<file path="src/rtl/activity_stretch.sv">
// activity_stretch: turns single-cycle event strobes into human-visible
// pulses of ON_COUNT cycles, each followed by at least OFF_COUNT low cycles.
// Events arriving while a pulse or gap is in progress are queued (up to
// PENDING_MAX) and replayed in order; overflow events are dropped and flagged.
module activity_stretch #(
    parameter int ON_COUNT    = 16,
    parameter int OFF_COUNT   = 16,
    parameter int PENDING_MAX = 3
) (
    input  logic clock,
    input  logic reset_n,
    input  logic trig,
    output logic out,
    output logic busy,
    output logic drop
);

    localparam int MAXC = (ON_COUNT > OFF_COUNT) ? ON_COUNT : OFF_COUNT;
    localparam int CW   = (MAXC > 1) ? $clog2(MAXC) : 1;
    localparam int PW   = $clog2(PENDING_MAX + 1);

    localparam logic [CW-1:0] ON_LAST  = CW'(ON_COUNT - 1);
    localparam logic [CW-1:0] OFF_LAST = CW'(OFF_COUNT - 1);
    localparam logic [PW-1:0] PEND_MAX = PW'(PENDING_MAX);

    typedef enum logic [1:0] {
        S_IDLE = 2'd0,
        S_ON   = 2'd1,
        S_GAP  = 2'd2
    } state_t;

    state_t        state_q, state_d;
    logic [CW-1:0] cnt_q, cnt_d;
    logic [PW-1:0] pend_q, pend_d;
    logic          out_q, out_d;
    logic          busy_q, busy_d;
    logic          drop_q, drop_d;

    // Next-state, counter, pending-queue and output decode.
    always_comb begin
        state_d = state_q;
        cnt_d   = cnt_q;
        pend_d  = pend_q;
        drop_d  = 1'b0;

        unique case (state_q)
            S_IDLE: begin
                if (trig) begin
                    state_d = S_ON;
                    cnt_d   = '0;
                end
            end
            S_ON: begin
                if (cnt_q == ON_LAST) begin
                    state_d = S_GAP;
                    cnt_d   = '0;
                end else begin
                    cnt_d = cnt_q + 1'b1;
                end
                if (trig) begin
                    if (pend_q == PEND_MAX) drop_d = 1'b1;
                    else                    pend_d = pend_q + 1'b1;
                end
            end
            S_GAP: begin
                if (cnt_q == OFF_LAST) begin
                    cnt_d = '0;
                    // A trig on the last gap cycle either replaces the dequeued
                    // entry or is consumed directly, so it can never overflow.
                    if (pend_q != '0) begin
                        state_d = S_ON;
                        if (!trig) pend_d = pend_q - 1'b1;
                    end else if (trig) begin
                        state_d = S_ON;
                    end else begin
                        state_d = S_IDLE;
                    end
                end else begin
                    cnt_d = cnt_q + 1'b1;
                    if (trig) begin
                        if (pend_q == PEND_MAX) drop_d = 1'b1;
                        else                    pend_d = pend_q + 1'b1;
                    end
                end
            end
            default: begin
                state_d = S_IDLE;
                cnt_d   = '0;
                pend_d  = '0;
            end
        endcase

        out_d  = (state_d == S_ON);
        busy_d = (state_d != S_IDLE);
    end

    // State and registered outputs; reset discards any pulse and queued events.
    always_ff @(posedge clock or negedge reset_n) begin
        if (!reset_n) begin
            state_q <= S_IDLE;
            cnt_q   <= '0;
            pend_q  <= '0;
            out_q   <= 1'b0;
            busy_q  <= 1'b0;
            drop_q  <= 1'b0;
        end else begin
            state_q <= state_d;
            cnt_q   <= cnt_d;
            pend_q  <= pend_d;
            out_q   <= out_d;
            busy_q  <= busy_d;
            drop_q  <= drop_d;
        end
    end

    assign out  = out_q;
    assign busy = busy_q;
    assign drop = drop_q;

endmodule

</file>
<file path="config.mk">
export PLATFORM = sky130hd
export DESIGN_NAME = activity_stretch
export DESIGN_NICKNAME = d
export VERILOG_FILES = /design/src/rtl/activity_stretch.sv
export SDC_FILE = /design/constraint.sdc
export NUM_CORES = 1
export LEC_CHECK = 0
export CAP_MARGIN = 5
export CORE_AREA = 2 2 40 42
export CTS_BUF_LIST = sky130_fd_sc_hd__clkbuf_8
export CTS_CLUSTER_SIZE = 8
export DETAILED_ROUTE_END_ITERATION = 6
export DIE_AREA = 0 0 42 44
export GPL_TIMING_DRIVEN = 0
export PLACE_DENSITY = 0.72
export SETUP_SLACK_MARGIN = 0.4
export SLEW_MARGIN = 20
export SYNTH_ARGS = -nofsm -noshare
export SYNTH_HDL_FRONTEND = slang
export SYNTH_SLANG_ARGS = --single-unit
</file>
<file path="constraint.sdc">
create_clock -name clock -period 2 [get_ports clock]
set_input_delay 0.6 -clock clock [delete_from_list [all_inputs] [get_ports clock]]
set_output_delay 0.6 -clock clock [all_outputs]
set_load 0.005 [all_outputs]
</file>
==> impl_metrics.ini, run 1 <==
[status]
status = completed

[timing]
maxSlewHeadroom = 0.6388
rsz0062_at_grt = yes
hold_viol = 0
setup_slack_ns = 0.4070
finClkSkew_ns = 0.008103
period_share = 0.7965
slew_viol_final = 0
min_period_ns = 1.593
max_clock_freq_ghz = 0.6278
whs_ns = 0.5076
worst_pin_slew_ns = 0.5401
finalSetupViolCount = 0
fin_setup_tns_ns = 0

[power_and_ir_drop]
power.switching_mw = 0.4317
power_mw = 1.153
vdd_drop_max_mv = 0.6723
clockPowerShare = 0.190
internal_power_mw = 0.7217
pwr-share-seq = 0.308
leakage_nw = 0.4184
p_per_area_nw_per_um2 = 1213
p_comb_frac = 0.502
swShare = 0.3743

[die]
die_h_um = 44
start_util = 0.5132
ios = 6
fp.dieW_um = 42
coreArea_um2 = 1419
die-area_um2 = 1848
placementRows = 14

[grt]
track_usage = 0.1995
grt_antenna_before_repair = 0
grt_pass1_wl_um = 2739
grt_pass1_vias = 661
grt_overflow_total = 0
grt_max_degree = 12

[layout]
final_cells = 107
diodes = 0
final_util = 0.6702
nets = 104
final_cell_mix = 10 x dfrtp_1, 8 x buf_4, 7 x nand3_1, 7 x nand2_1, 6 x ha_1
area_delta_synth_final_pct = 30.58
drive_above_1_share = 0.2857
fin_area_um2 = 950.9
layout_commonest_cell = dfrtp_1

[worst_setup_path]
cp.arrival_ns = 1.71
crit_path_start = state_q[0]$_DFF_PN0_
cp_max_fo = 8
slowest_delay_ns = 0.42
start_kind = register
rr_worst_depth = 6
reg2reg_to = busy$_DFF_PN0_
crit_path_end_kind = register
r2r_slack_ns = 0.41
path_cells = inv_2 -> ha_1 -> buf_4 -> a211oi_4 -> a2111oi_4 -> or2_1
crit_path_end = busy$_DFF_PN0_
critPathKind = reg -> reg
r2r-start = state_q[0]$_DFF_PN0_
required_ns = 2.12
cp_slowest_cell = dfrtp_1

[clocking]
clk_path_buf_depth = 2
htreeDepth = 1
postCtsHoldBufs = 0
numClockSinks = 11
clkTransAtPathRegs_ns = 0.06
insertion_delay_ns = 0.24
cts_inserted_buffers = 3
cts_tree = done
cts_root_buf = clkbuf_8

[place]
place_ws_ns = 0.02132
io_buffer_count = 5
dp_hpwl_um = 1080
dp.cells = 97
placed_area_um2 = 798.3
finalWeightedCongestion = 0.8274

[route]
via_count = 629
dr.pass1.iters = 4
routed_wl_um = 1687
ant_nets = 0
wl_per_cell_um = 15.77
route.detailed.drc = 0
drtIter0Drc = 10
vias_per_cell = 5.879

[logic_synthesis]
syn_inst = 76
yosysWarnings = 0
synth.distinct_cells = 27
syn_area_um2 = 728.2
yosysTopAreaCellShare = 0.3780
synth_simple_gate_area_frac = 0.2131
avgSynthCellArea_um2 = 9.582
synthesis.nets = 88
post_synth_mux_area_share = 0
yosys.area_share.adder = 0.1546
synthXorXnorAreaFrac = 0
synth.area.top_cells = dfrtp_1 38%, ha_1 15%, nand3_1 5.5%, a2111oi_4 3.8%, nand2_1 3.6%
synth_top_family_by_area = simple AND/OR/NAND/NOR gates
ys_ff_latch = 11
yosys.area.top_type = dfrtp_1
synth_seq_area_share = 0.3780
synth-compound-area-share = 0.2045

[min_path]
hold_path_class = reg -> reg

[job]
maxCapViolCount = 0
==> layout make-up <==
cell class,count,area [um2]
Multi-Input combinational cell,57,474.2
Fill cell,103,467.9
Sequential cell,11,276.5
Timing Repair Buffer,11,90.09
Clock buffer,3,41.29
Buffer,3,26.28
Tap cell,16,20.02
Inverter,5,18.77
Clock inverter,1,3.754
==> cells in the mapped netlist <==
| cell | number |
|---|---|
| and3_2 | 1 |
| inv_1 | 5 |
| clkbuf_2 | 1 |
| a31oi_1 | 2 |
| nor2_2 | 1 |
| o2111ai_1 | 1 |
| dfrtp_1 | 11 |
| a211oi_2 | 1 |
| or2_1 | 1 |
| o22ai_1 | 1 |
| o2bb2ai_1 | 1 |
| and3_1 | 1 |
| buf_2 | 1 |
| nor2b_1 | 4 |
| nand2b_1 | 4 |
| a21oi_1 | 3 |
| a2111oi_4 | 1 |
| ha_1 | 9 |
| nand2_1 | 7 |
| o21ai_0 | 4 |
| o21a_1 | 1 |
| nor2_1 | 1 |
| o31ai_1 | 2 |
| o211ai_1 | 2 |
| nand3_1 | 8 |
| buf_4 | 1 |
| nor4b_1 | 1 |
==> flip-flops by register name (all words and copies together) (netlist names) <==
name / cells
drop: 1
out: 1
state_q: 2
pend_q: 2
busy: 1
cnt_q: 4
==> critical path: cells and delay by family (launching register included) <==
family                   cells  cell delay, ns
adder cells (fa/ha/maj)      1            0.20
flip-flops                   1            0.42
AND/OR/NAND/NOR              1            0.23
buffers and inverters        2            0.24
AO/OA/AOI/OAI                2            0.38
==> how the worst min path moves through the flow <==
| stage | from | endpoint | slack, ns | cells after the start |
|---|---|---|---|---|
| 6_report | cnt_q[1]$_DFFE_PN0P_ | cnt_q[1]$_DFFE_PN0P_ | 0.51 | 2 |
| 5_1_grt | cnt_q[1]$_DFFE_PN0P_ | cnt_q[1]$_DFFE_PN0P_ | 0.54 | 2 |
| 4_1_cts | cnt_q[3]$_DFFE_PN0P_ | cnt_q[3]$_DFFE_PN0P_ | 0.51 | 1 |
| 3_5_place_dp | cnt_q[1]$_DFFE_PN0P_ | cnt_q[1]$_DFFE_PN0P_ | 0.50 | 2 |
| 3_3_place_gp | cnt_q[1]$_DFFE_PN0P_ | cnt_q[1]$_DFFE_PN0P_ | 0.49 | 2 |
| 2_1_floorplan | reset_n | busy$_DFF_PN0_ | 0.30 | 0 |
==> repair_timing <==
item / 4_1_cts / 5_1_grt
pin swaps: 2 / 4
setup buffers: 0 / 6
endpoints found under the setup margin: 11 / 5
gates resized for setup: 11 / 12
==> routing by layer <==
| layer | track usage | vias up | wire length, um |
|---|---|---|---|
| li1 | - | 300 | - |
| met1 | 0.2376 | 300 | 715 |
| met2 | 0.3375 | 25 | 861 |
| met3 | 0.02917 | 4 | 73 |
| met4 | 0.1290 | 0 | 36 |
| met5 | 0 | - | 0 |
==> cells by family after synthesis <==
family,Yosys count
buffers and inverters,8
and+or+nand+nor,29
adders and majority gates,9
AOI/OAI and AO/OA,19
DFF,11
==> power by group through the flow <==
| stage | logic [mW] | clock network, mW | registers (mW) |
|---|---|---|---|
| 2_1_floorplan | 0.288 | 0 | 0.343 |
| 3_3_place_gp | 0.392 | 0 | 0.351 |
| 3_5_place_dp | 0.408 | 0 | 0.354 |
| 4_1_cts | 0.427 | 0.223 | 0.351 |
| 5_1_grt | 0.639 | 0.231 | 0.365 |
| 6_report | 0.579 | 0.219 | 0.355 |
Note: power is estimated with default switching activity, not from simulation.
==> inputs of run 2 (changes only) <==
--- a/config.mk
+++ b/config.mk
@@ -6,11 +6,11 @@
 export NUM_CORES = 1
 export LEC_CHECK = 0
 export CAP_MARGIN = 5
-export CORE_AREA = 2 2 40 42
+export CORE_AREA = 2 2 41 43
 export CTS_BUF_LIST = sky130_fd_sc_hd__clkbuf_8
 export CTS_CLUSTER_SIZE = 8
 export DETAILED_ROUTE_END_ITERATION = 6
-export DIE_AREA = 0 0 42 44
+export DIE_AREA = 0 0 43 45
 export GPL_TIMING_DRIVEN = 0
 export PLACE_DENSITY = 0.72
 export SETUP_SLACK_MARGIN = 0.4
==> constraint.sdc (replaced) <==
create_clock -name clock -period 1.34 [get_ports clock]
set_input_delay 0.402 -clock clock [delete_from_list [all_inputs] [get_ports clock]]
set_output_delay 0.402 -clock clock [all_outputs]
set_load 0.005 [all_outputs]
==> impl_metrics.ini, run 2 (synthesized netlist as in run 1, its figures left out) <==
[route]
via_count = 659
wl_per_cell_um = 17.00
route.detailed.drc = 0
routed_wl_um = 1972
ant_nets = 0
dr.pass1.iters = 4
drtIter0Drc = 18
vias_per_cell = 5.681

[power_and_ir_drop]
leakage_nw = 0.4954
p_per_area_nw_per_um2 = 1754
vdd_drop_max_mv = 1.265

[layout]
drive_above_1_share = 0.5200
final_util = 0.7874
layout_commonest_cell = buf_4
regMostFlops = cnt_q
nets = 113
fin_area_um2 = 1159
largest_register_ff_count = 4
reg_top3 = cnt_q x4, pend_q x2, state_q x2
nFillCells = 93
area_delta_synth_final_pct = 59.11
final_cell_mix = 12 x buf_4, 10 x dfrtp_1, 6 x nand3_1
diodes = 0

[die]
die-area_um2 = 1935
start_util = 0.4949
placementRows = 14
coreArea_um2 = 1471
ios = 6
die_h_um = 45
fp.dieW_um = 43

[grt]
grt_pass1_vias = 655
track_usage = 0.2078
grt_overflow_total = 0
grt_pass1_wl_um = 2822
grt_antenna_before_repair = 0
grt_max_degree = 12

[worst_setup_path]
path_cells = inv_1 -> ha_1 -> nand2b_1 -> nand3_2 -> a31oi_2 -> or2_1
start_kind = register
rr_worst_depth = 6
r2r_slack_ns = -0.11
crit_path_end_kind = register
r2r-start = pend_q[1]$_DFFE_PN0P_
critPathKind = reg -> reg
cp.arrival_ns = 1.58
path_buf_inv = 1
path_depth = 6
cp_slowest_cell = dfrtp_1
reg2reg_to = busy$_DFF_PN0_
crit_path_start = pend_q[1]$_DFFE_PN0P_
cp_max_fo = 4
critPathTopFamily = simple AND/OR/NAND/NOR gates
slowest_delay_ns = 0.39
required_ns = 1.46

[status]
violations = negative setup slack
status = complete, but fails checks

[clocking]
cts_tree = done
htreeDepth = 1
clkTransAtPathRegs_ns = 0.05
cts_root_buf = clkbuf_8
insertion_delay_ns = 0.24
numClockSinks = 11
cts_inserted_buffers = 3
clk_path_buf_depth = 2
postCtsHoldBufs = 0

[timing]
maxSlewHeadroom = 0.6608
hold_viol = 0
worst_pin_slew_ns = 0.5080
setup_slack_ns = -0.1148
period_share = 1.086
finClkSkew_ns = 0.003285
finalSetupViolCount = 5
rsz0062_at_grt = yes
min_period_ns = 1.455
fin_setup_tns_ns = -0.3847
slew_viol_final = 0
whs_ns = 0.1122
max_clock_freq_ghz = 0.6874

[job]
maxCapViolCount = 0

[place]
finalWeightedCongestion = 0.7844
dp_hpwl_um = 1027
io_buffer_count = 5
placed_area_um2 = 867.1

[min_path]
hold_path_class = in -> async
run 2: per-stage QoR:
step | setup slack (ns) | instances | power (mW)
5_1_grt | -0.1696 | 116 | 2.153
3_5_place_dp | -0.4646 | 97 | 1.264
2_1_floorplan | -0.06824 | 76 | 1.063
3_3_place_gp | -0.4558 | 97 | 1.245
6_report | -0.1148 | 116 | 2.032
4_1_cts | -0.1201 | 113 | 1.773
run 2: how the worst max path moves through the flow:
| stage | end | slack (ns) |
|---|---|---|
| after detailed placement | out$_DFF_PN0_ | -0.46 |
| after global placement | out$_DFF_PN0_ | -0.46 |
| final | busy$_DFF_PN0_ | -0.11 |
| after floorplan | busy$_DFF_PN0_ | -0.07 |
| after global routing | busy$_DFF_PN0_ | -0.17 |
| after CTS | busy$_DFF_PN0_ | -0.12 |
run 2: metal layers:
layer	wire length [um]	track usage	vias to the layer above	part of all wire
li1	-	-	319	-
met5	0	0	-	0
met4	48	0.1091	0	0.024
met3	103	0.07200	4	0.052
met2	1048	0.3545	25	0.53
met1	771	0.2310	311	0.39
run 2: final cells by class:
cell class | count | area (um2) | area share
inverters | 5 | 21.27 | 0.01836
flip-flops and latches | 11 | 276.5 | 0.2387
clock buffers | 3 | 41.29 | 0.03564
multi-input cells | 57 | 584.3 | 0.5043
repair buffers | 20 | 172.7 | 0.1490
plain buffers | 3 | 37.54 | 0.03240
well taps | 16 | 20.02 | 0.01728
clock inverters | 1 | 5.005 | 0.004320
run 2: timing repair:
item | CTS | global route
setup buffers | 12 | 3
pin swaps | 8 | 9
endpoints found under the setup margin | 14 | 25
gates resized for setup | 24 | 19
run 2: power breakdown:
part / switching (mW) / leakage [nW] / total (mW) / internal (mW)
registers: 0.0839 / 0.141 / 0.521 / 0.437
clock network: 0.128 / 0.0255 / 0.332 / 0.204
logic: 0.571 / 0.329 / 1.18 / 0.609
